### src/rtl/multicycle_control.sv
// Multicycle MIPS control FSM: sequences fetch/decode/execute/memory/writeback
// over a shared memory port and traps illegal opcodes and memory timeouts.
module multicycle_control #(
    parameter int MEM_TIMEOUT = 15
) (
    input  logic       clk,
    input  logic       rst_n,
    input  logic [5:0] op_code,
    input  logic       mem_ready,
    output logic       ir_write,
    output logic       pc_write,
    output logic       pc_write_cond,
    output logic       i_or_d,
    output logic       mem_read,
    output logic       mem_write,
    output logic       mem_to_reg,
    output logic       reg_dst,
    output logic       reg_write,
    output logic       alu_src_a,
    output logic [1:0] alu_src_b,
    output logic [1:0] alu_op,
    output logic [1:0] pc_source,
    output logic       instr_done,
    output logic       error,
    output logic [3:0] state
);

    typedef enum logic [3:0] {
        S_RESET  = 4'd0,
        S_FETCH  = 4'd1,
        S_DECODE = 4'd2,
        S_MEMADR = 4'd3,
        S_MEMRD  = 4'd4,
        S_MEMWB  = 4'd5,
        S_MEMWR  = 4'd6,
        S_EXEC   = 4'd7,
        S_ALUWB  = 4'd8,
        S_BRANCH = 4'd9,
        S_ADDIEX = 4'd10,
        S_ADDIWB = 4'd11,
        S_JUMP   = 4'd12,
        S_ERROR  = 4'd15
    } state_t;

    localparam logic [5:0] OP_RTYPE = 6'b000000;
    localparam logic [5:0] OP_LW    = 6'b100011;
    localparam logic [5:0] OP_SW    = 6'b101011;
    localparam logic [5:0] OP_BEQ   = 6'b000100;
    localparam logic [5:0] OP_ADDI  = 6'b001000;
    localparam logic [5:0] OP_J     = 6'b000010;

    localparam logic [7:0] LAST_WAIT = 8'(MEM_TIMEOUT - 1);

    state_t     cur_state;
    state_t     next_state;
    logic [7:0] wait_cnt;
    logic [7:0] wait_cnt_next;
    logic       waiting;
    logic       timed_out;

    always_ff @(posedge clk or negedge rst_n) begin
        if (!rst_n) begin
            cur_state <= S_RESET;
            wait_cnt  <= '0;
        end else begin
            cur_state <= next_state;
            wait_cnt  <= wait_cnt_next;
        end
    end

    assign waiting   = (cur_state == S_FETCH) || (cur_state == S_MEMRD) || (cur_state == S_MEMWR);
    assign timed_out = !mem_ready && (wait_cnt == LAST_WAIT);

    always_comb begin
        next_state = cur_state;
        case (cur_state)
            S_RESET:  next_state = S_FETCH;
            S_FETCH: begin
                if (mem_ready)      next_state = S_DECODE;
                else if (timed_out) next_state = S_ERROR;
            end
            S_DECODE: begin
                case (op_code)
                    OP_RTYPE:      next_state = S_EXEC;
                    OP_LW, OP_SW:  next_state = S_MEMADR;
                    OP_BEQ:        next_state = S_BRANCH;
                    OP_ADDI:       next_state = S_ADDIEX;
                    OP_J:          next_state = S_JUMP;
                    default:       next_state = S_ERROR;
                endcase
            end
            // The IR holds op_code stable, so anything but lw/sw here is a fault.
            S_MEMADR: begin
                if (op_code == OP_LW)      next_state = S_MEMRD;
                else if (op_code == OP_SW) next_state = S_MEMWR;
                else                       next_state = S_ERROR;
            end
            S_MEMRD: begin
                if (mem_ready)      next_state = S_MEMWB;
                else if (timed_out) next_state = S_ERROR;
            end
            S_MEMWR: begin
                if (mem_ready)      next_state = S_FETCH;
                else if (timed_out) next_state = S_ERROR;
            end
            S_EXEC:   next_state = S_ALUWB;
            S_ADDIEX: next_state = S_ADDIWB;
            S_MEMWB, S_ALUWB, S_ADDIWB, S_BRANCH, S_JUMP: next_state = S_FETCH;
            S_ERROR:  next_state = S_ERROR;
            default:  next_state = S_ERROR;
        endcase
    end

    always_comb begin
        wait_cnt_next = '0;
        if (waiting && !mem_ready && (next_state == cur_state)) begin
            wait_cnt_next = wait_cnt + 8'd1;
        end
    end

    always_comb begin
        ir_write      = 1'b0;
        pc_write      = 1'b0;
        pc_write_cond = 1'b0;
        i_or_d        = 1'b0;
        mem_read      = 1'b0;
        mem_write     = 1'b0;
        mem_to_reg    = 1'b0;
        reg_dst       = 1'b0;
        reg_write     = 1'b0;
        alu_src_a     = 1'b0;
        alu_src_b     = 2'b00;
        alu_op        = 2'b00;
        pc_source     = 2'b00;
        instr_done    = 1'b0;
        error         = 1'b0;
        case (cur_state)
            S_FETCH: begin
                mem_read  = 1'b1;
                alu_src_b = 2'b01;
                ir_write  = mem_ready;
                pc_write  = mem_ready;
            end
            S_DECODE: alu_src_b = 2'b11;
            S_MEMADR, S_ADDIEX: begin
                alu_src_a = 1'b1;
                alu_src_b = 2'b10;
            end
            S_MEMRD: begin
                mem_read = 1'b1;
                i_or_d   = 1'b1;
            end
            S_MEMWR: begin
                mem_write  = 1'b1;
                i_or_d     = 1'b1;
                instr_done = mem_ready;
            end
            S_MEMWB: begin
                mem_to_reg = 1'b1;
                reg_write  = 1'b1;
                instr_done = 1'b1;
            end
            S_EXEC: begin
                alu_src_a = 1'b1;
                alu_op    = 2'b10;
            end
            S_ALUWB: begin
                reg_dst    = 1'b1;
                reg_write  = 1'b1;
                instr_done = 1'b1;
            end
            S_ADDIWB: begin
                reg_write  = 1'b1;
                instr_done = 1'b1;
            end
            S_BRANCH: begin
                alu_src_a     = 1'b1;
                alu_op        = 2'b01;
                pc_source     = 2'b01;
                pc_write_cond = 1'b1;
                instr_done    = 1'b1;
            end
            S_JUMP: begin
                pc_write   = 1'b1;
                pc_source  = 2'b10;
                instr_done = 1'b1;
            end
            S_ERROR: error = 1'b1;
            default: ;
        endcase
    end

    assign state = cur_state;

endmodule

### config.mk
export PLATFORM = sky130hd
export DESIGN_NAME = multicycle_control
export DESIGN_NICKNAME = d
export VERILOG_FILES = /design/src/rtl/multicycle_control.sv
export SDC_FILE = /design/constraint.sdc
export NUM_CORES = 1
export LEC_CHECK = 0
export CORE_MARGIN = 10
export CORE_UTILIZATION = 48
export DETAILED_ROUTE_END_ITERATION = 10
export PLACE_DENSITY = 0.83
export SLEW_MARGIN = 5
export SYNTH_ARGS = -nofsm -noshare
export SYNTH_HDL_FRONTEND = slang
export SYNTH_SLANG_ARGS = --single-unit
export TNS_END_PERCENT = 100
### constraint.sdc
create_clock -name clk -period 4.9 [get_ports clk]
set_clock_uncertainty 0.05 [all_clocks]
set_input_delay 1.225 -clock clk [delete_from_list [all_inputs] [get_ports clk]]
set_output_delay 1.225 -clock clk [all_outputs]
set_load 0.02 [all_outputs]
**Word level (Yosys, flattened, before mapping)**

Index checks and enable logic that the tools add are counted.
W data, S select, Z words.

- $add $sub $neg: 1
- Equality and inequality tests: 20
- Multiplexer cells: 24
- Reductions and logical operators: 16

Operators by type and width:

| kind | count |
|---|---|
| $pmux W4 S8 | 1 |
| $eq A4 B4 Y1 const B | 6 |
| $mux W4 | 6 |
| $pmux W4 S5 | 1 |
| $eq A4 B3 Y1 const B | 4 |
| $eq A6 B6 Y1 const B | 2 |
| $mux W1 | 10 |
| $add A8 B1 Y8 const B | 1 |
| $eq A4 B2 Y1 const B | 2 |
| $eq A8 B4 Y1 const B | 1 |
| $mux W8 | 1 |
| $pmux W2 S2 | 2 |
| $reduce_or A2 Y1 | 4 |
| $eq A6 B2 Y1 const B | 1 |
| $eq A6 B3 Y1 const B | 1 |
| $eq A6 B4 Y1 const B | 1 |
| $logic_not A6 Y1 | 1 |
| $pmux W2 S3 | 1 |
| $reduce_or A6 Y1 | 1 |
| $reduce_or A5 Y1 | 1 |
| $eq A4 B1 Y1 const B | 1 |
| $eq A4 B4 Y1 | 1 |
| $logic_not A4 Y1 | 1 |
| $pmux W1 S2 | 2 |
| 5 further kinds | 8 |

- Register bits: 12
- Bits of input ports: 9
- Logic and storage cells: 63

**Depth between registers and ports, before layout**

- Word-level depth: 8
- Depth in mapped cells: 5
- Mapped depth without buffers: 5

**Least setup slack after synthesis**

No wires, ideal clock.

- Kind: input to output
- Start point: input port mem_ready
- End point: output port pc_write
- Arrival: 2.061 ns
- Path slack: 1.564 ns
- Stages: 3
- Buffers on the path: 1
- Cell sequence: clkbuf_1 -> and3_1 -> or2_2

- Word-level cells in the longest chain between the ends: 1

RTL lines:

| element | RTL line | RTL |
|---|---|---|
| start: declaration | 9 | `input logic mem_ready,` |
| $pmux W1 S2 | 137 | `case (cur_state)` |
| end: declaration | 11 | `output logic pc_write,` |

Every way passes these cells.

**Worst setup path after layout**

Ends and elaborated chain as after synthesis.

==> flow_metrics.py <==
metrics = {
    "job": {
        "drv_cap": 0,
    },
    "global_route": {
        "antenna_found_initial": 0,
        "grt_most_used_layer": "met2",
        "grt_pass1_wl_mm": 3.974,
        "grt_util_met1_pct": 14.12,
        "overflow": 0,
        "grt_usage_pct": 11.87,
        "gr-usage-met2_pct": 18.28,
        "grt_use_met3_pct": 5.226,
        "grt_start_max_net_pins": 23,
        "grt_pass1_vias": 816,
    },
    "die": {
        "die-area_um2": 4120,
        "floorplan.io_pins": 31,
        "die_h_um": 64.19,
        "num_rows": 15,
        "start_util_pct": 52.56,
        "dieWidth_um": 64.19,
        "core_region_area_um2": 1783,
    },
    "final_layout": {
        "synthToLayoutAreaGrowth_pct": 33.64,
        "drive_above_1_share_pct": 3.571,
        "design_area_um2": 1252,
        "nNetsFinal": 153,
        "antennaDiodeCount": 0,
    },
    "sta": {
        "tns_ns": 0,
        "setup_viol": 0,
        "fmax_ghz": 0.2382,
        "slew_violations": 0,
        "rsz0062_at_grt": "no",
        "finalCriticalPeriod_ns": 4.199,
        "slew_headroom_pct": 57.71,
        "fin_ws_ns": 0.7012,
        "tightest_slew_ns": 0.6343,
        "timing.final.crit_share_pct": 85.69,
        "worst_hold_slack_ns": 0.4621,
        "finalHoldViolCount": 0,
    },
    "placed_design": {
        "post-place-ws_ns": 0.7173,
        "dp.final_hpwl_mm": 1.952,
        "gp_congestion": 0.8667,
        "io_buffers": 30,
        "placed_cell_area_um2": 1230,
    },
    "critical_path": {
        "critPathMaxStageDelay_ns": 0.61,
        "criticalPathCategory": "in2out",
        "r2r-start": "state[0]",
        "r2r_end": "state[3]",
        "regToRegSetupSlack_ns": 2.89,
        "required_ns": 3.62,
        "critPathArrivalTime_ns": 2.92,
        "timing.critical_path.mode_cell": "clkdlybuf4s50_1",
        "path_max_fanout": 11,
        "cp-end-kind": "output pin",
        "crit_end": "pc_write",
        "cpMaxStageDelayCell": "clkdlybuf4s50_1",
        "startpoint": "mem_ready",
        "start_kind": "input port",
        "reg2reg_depth": 4,
        "cp_cell_sequence": "clkdlybuf4s50_1, and3_1, or2_2, clkdlybuf4s50_1",
    },
    "worst_hold_path": {
        "hp-class": "reg2reg",
    },
    "logic_synthesis": {
        "yosys.area.top_type": "dfrtp_1",
        "syn_inst": 115,
        "synth-warning-count": 0,
        "post_synth_main_area_contributors": "dfrtp_1 32%, nor2_1 7.2%, xor2_1 5.6%, xnor2_1 3.7%, nand2_1 2.8%",
        "synthFlopType": "dfrtp_1",
        "synth_seq_cells": 12,
        "netlist_area_um2": 937.1,
        "avgSynthCellArea_um2": 8.149,
        "ys_seq_area_share_pct": 32.04,
        "synth_cell_types": 40,
        "synth_top_cell_area_share_pct": 32.04,
        "async_flop_share_pct": 100.0,
        "synth_edf_count": 0,
        "synth_fp_nets": 126,
    },
    "clock_network": {
        "cts_resized": 0,
        "cts_buffer_depth": 2,
        "cts_hold_buf": 0,
        "root_buffer": "clkbuf_4",
        "cts_setup_buffers": 0,
        "clkTransAtPathRegs_ns": 0.06,
        "clock-sinks": 12,
        "h-tree-depth": 1,
        "cts_tree": "yes",
        "insertion_delay_ns": 0.27,
        "cts_made_buffers": 3,
    },
    "routing": {
        "route.detailed.drc": 0,
        "drt_first_pass_iters": 4,
        "ant_nets": 0,
        "viasPerCell": 5.558,
        "wl_per_cell_um": 15.02,
        "drtIter0Drc": 15,
        "vias": 917,
        "drt-total-wl_mm": 2.479,
    },
    "power": {
        "powerDensity_nw_per_um2": 540.1,
        "p_leak_nw": 0.5016,
        "peakVddDrop_uv": 363.7,
    },
    "run_status": {
        "outcome": "completed",
    },
}
[flip-flops by register name, indices dropped and copies added (netlist names)]
register and flops:
wait_cnt 8, state 4
[cell type report]
cell class	instances	area, µm²
Multi-Input combinational cell	91	583.1
Fill cell	159	530.5
Sequential cell	12	300.3
Timing Repair Buffer	30	300.3
Tap cell	25	31.28
Clock buffer	3	22.52
Inverter	4	15.01
[power breakdown]
part | internal, mW | switching (mW) | total (mW)
registers | 0.117 | 0.0687 | 0.186
clock network | 0.0284 | 0.0276 | 0.0560
logic | 0.212 | 0.223 | 0.435
[layout by cell type, fill, tap and decap left out, types with 3 or more instances in the layout]
| cell | count |
|---|---|
| dfrtp_1 | 12 |
| clkbuf_4 | 3 |
| o21ai_0 | 4 |
| nor4_1 | 3 |
| nand2_1 | 7 |
| nor2_1 | 18 |
| xnor2_1 | 4 |
| nand2b_1 | 3 |
| nor3_1 | 4 |
| nand4_1 | 3 |
| nor2b_1 | 3 |
| inv_1 | 4 |
| clkdlybuf4s50_1 | 30 |
| xor2_1 | 6 |
[worst min path at each step]
| stage | start | slack (ns) | endpoint | cells past startpoint |
|---|---|---|---|---|
| final | wait_cnt[0] | 0.46 | wait_cnt[0] | 1 |
| after detailed placement | wait_cnt[0] | 0.46 | wait_cnt[0] | 1 |
| after global placement | wait_cnt[0] | 0.44 | wait_cnt[0] | 1 |
| after global routing | wait_cnt[0] | 0.48 | wait_cnt[0] | 1 |
| after floorplan | wait_cnt[0] | 0.41 | wait_cnt[0] | 1 |
| after CTS | wait_cnt[0] | 0.46 | wait_cnt[0] | 1 |
[through the flow]
stage                     std cells  total power, mW  util (%)
after floorplan                 115           0.4444         -
after global placement          162           0.6122     68.98
after detailed placement        162           0.6281     68.98
after CTS                       165           0.6860     70.25
after global routing            165           0.7339     70.25
final                           165           0.6764     70.25
[synth_stat cells, types with 2 or more instances]
cell,count
nand4_1,3
xor2_1,6
nor4_1,3
inv_1,4
a211o_1,2
and2_1,2
a21oi_1,2
o22ai_1,2
xnor2_1,4
nor2_1,18
o311ai_0,2
dfrtp_1,12
o21ai_0,4
buf_4,2
and3_1,2
nor3_1,4
ha_1,2
or3_1,2
a21o_1,2
a21boi_0,2
nor2b_1,3
nand2_1,7
nand2b_1,3
nand3_1,2
a211oi_1,2
clkbuf_1,4
[kinds of logic after synthesis]
family / share of synthesized area (%)
AOI/OAI and AO/OA: 21.49
buffers and inverters: 5.739
xor gates and xnor gates: 9.345
DFF: 32.04
and+or+nand+nor: 28.71
adders and majority gates: 2.670
[metal layers]
metal,up-vias,part of all wire (%)
met5,-,0
met4,0,1.4
met3,4,6.6
met2,22,49
met1,425,43
li1,466,-
[critical path: cells and delay by family]
kind	cells	cell delay, ns
buffers and inverters	2	1.17
AND/OR/NAND/NOR	2	0.53
(Power assumes the default switching activity.)
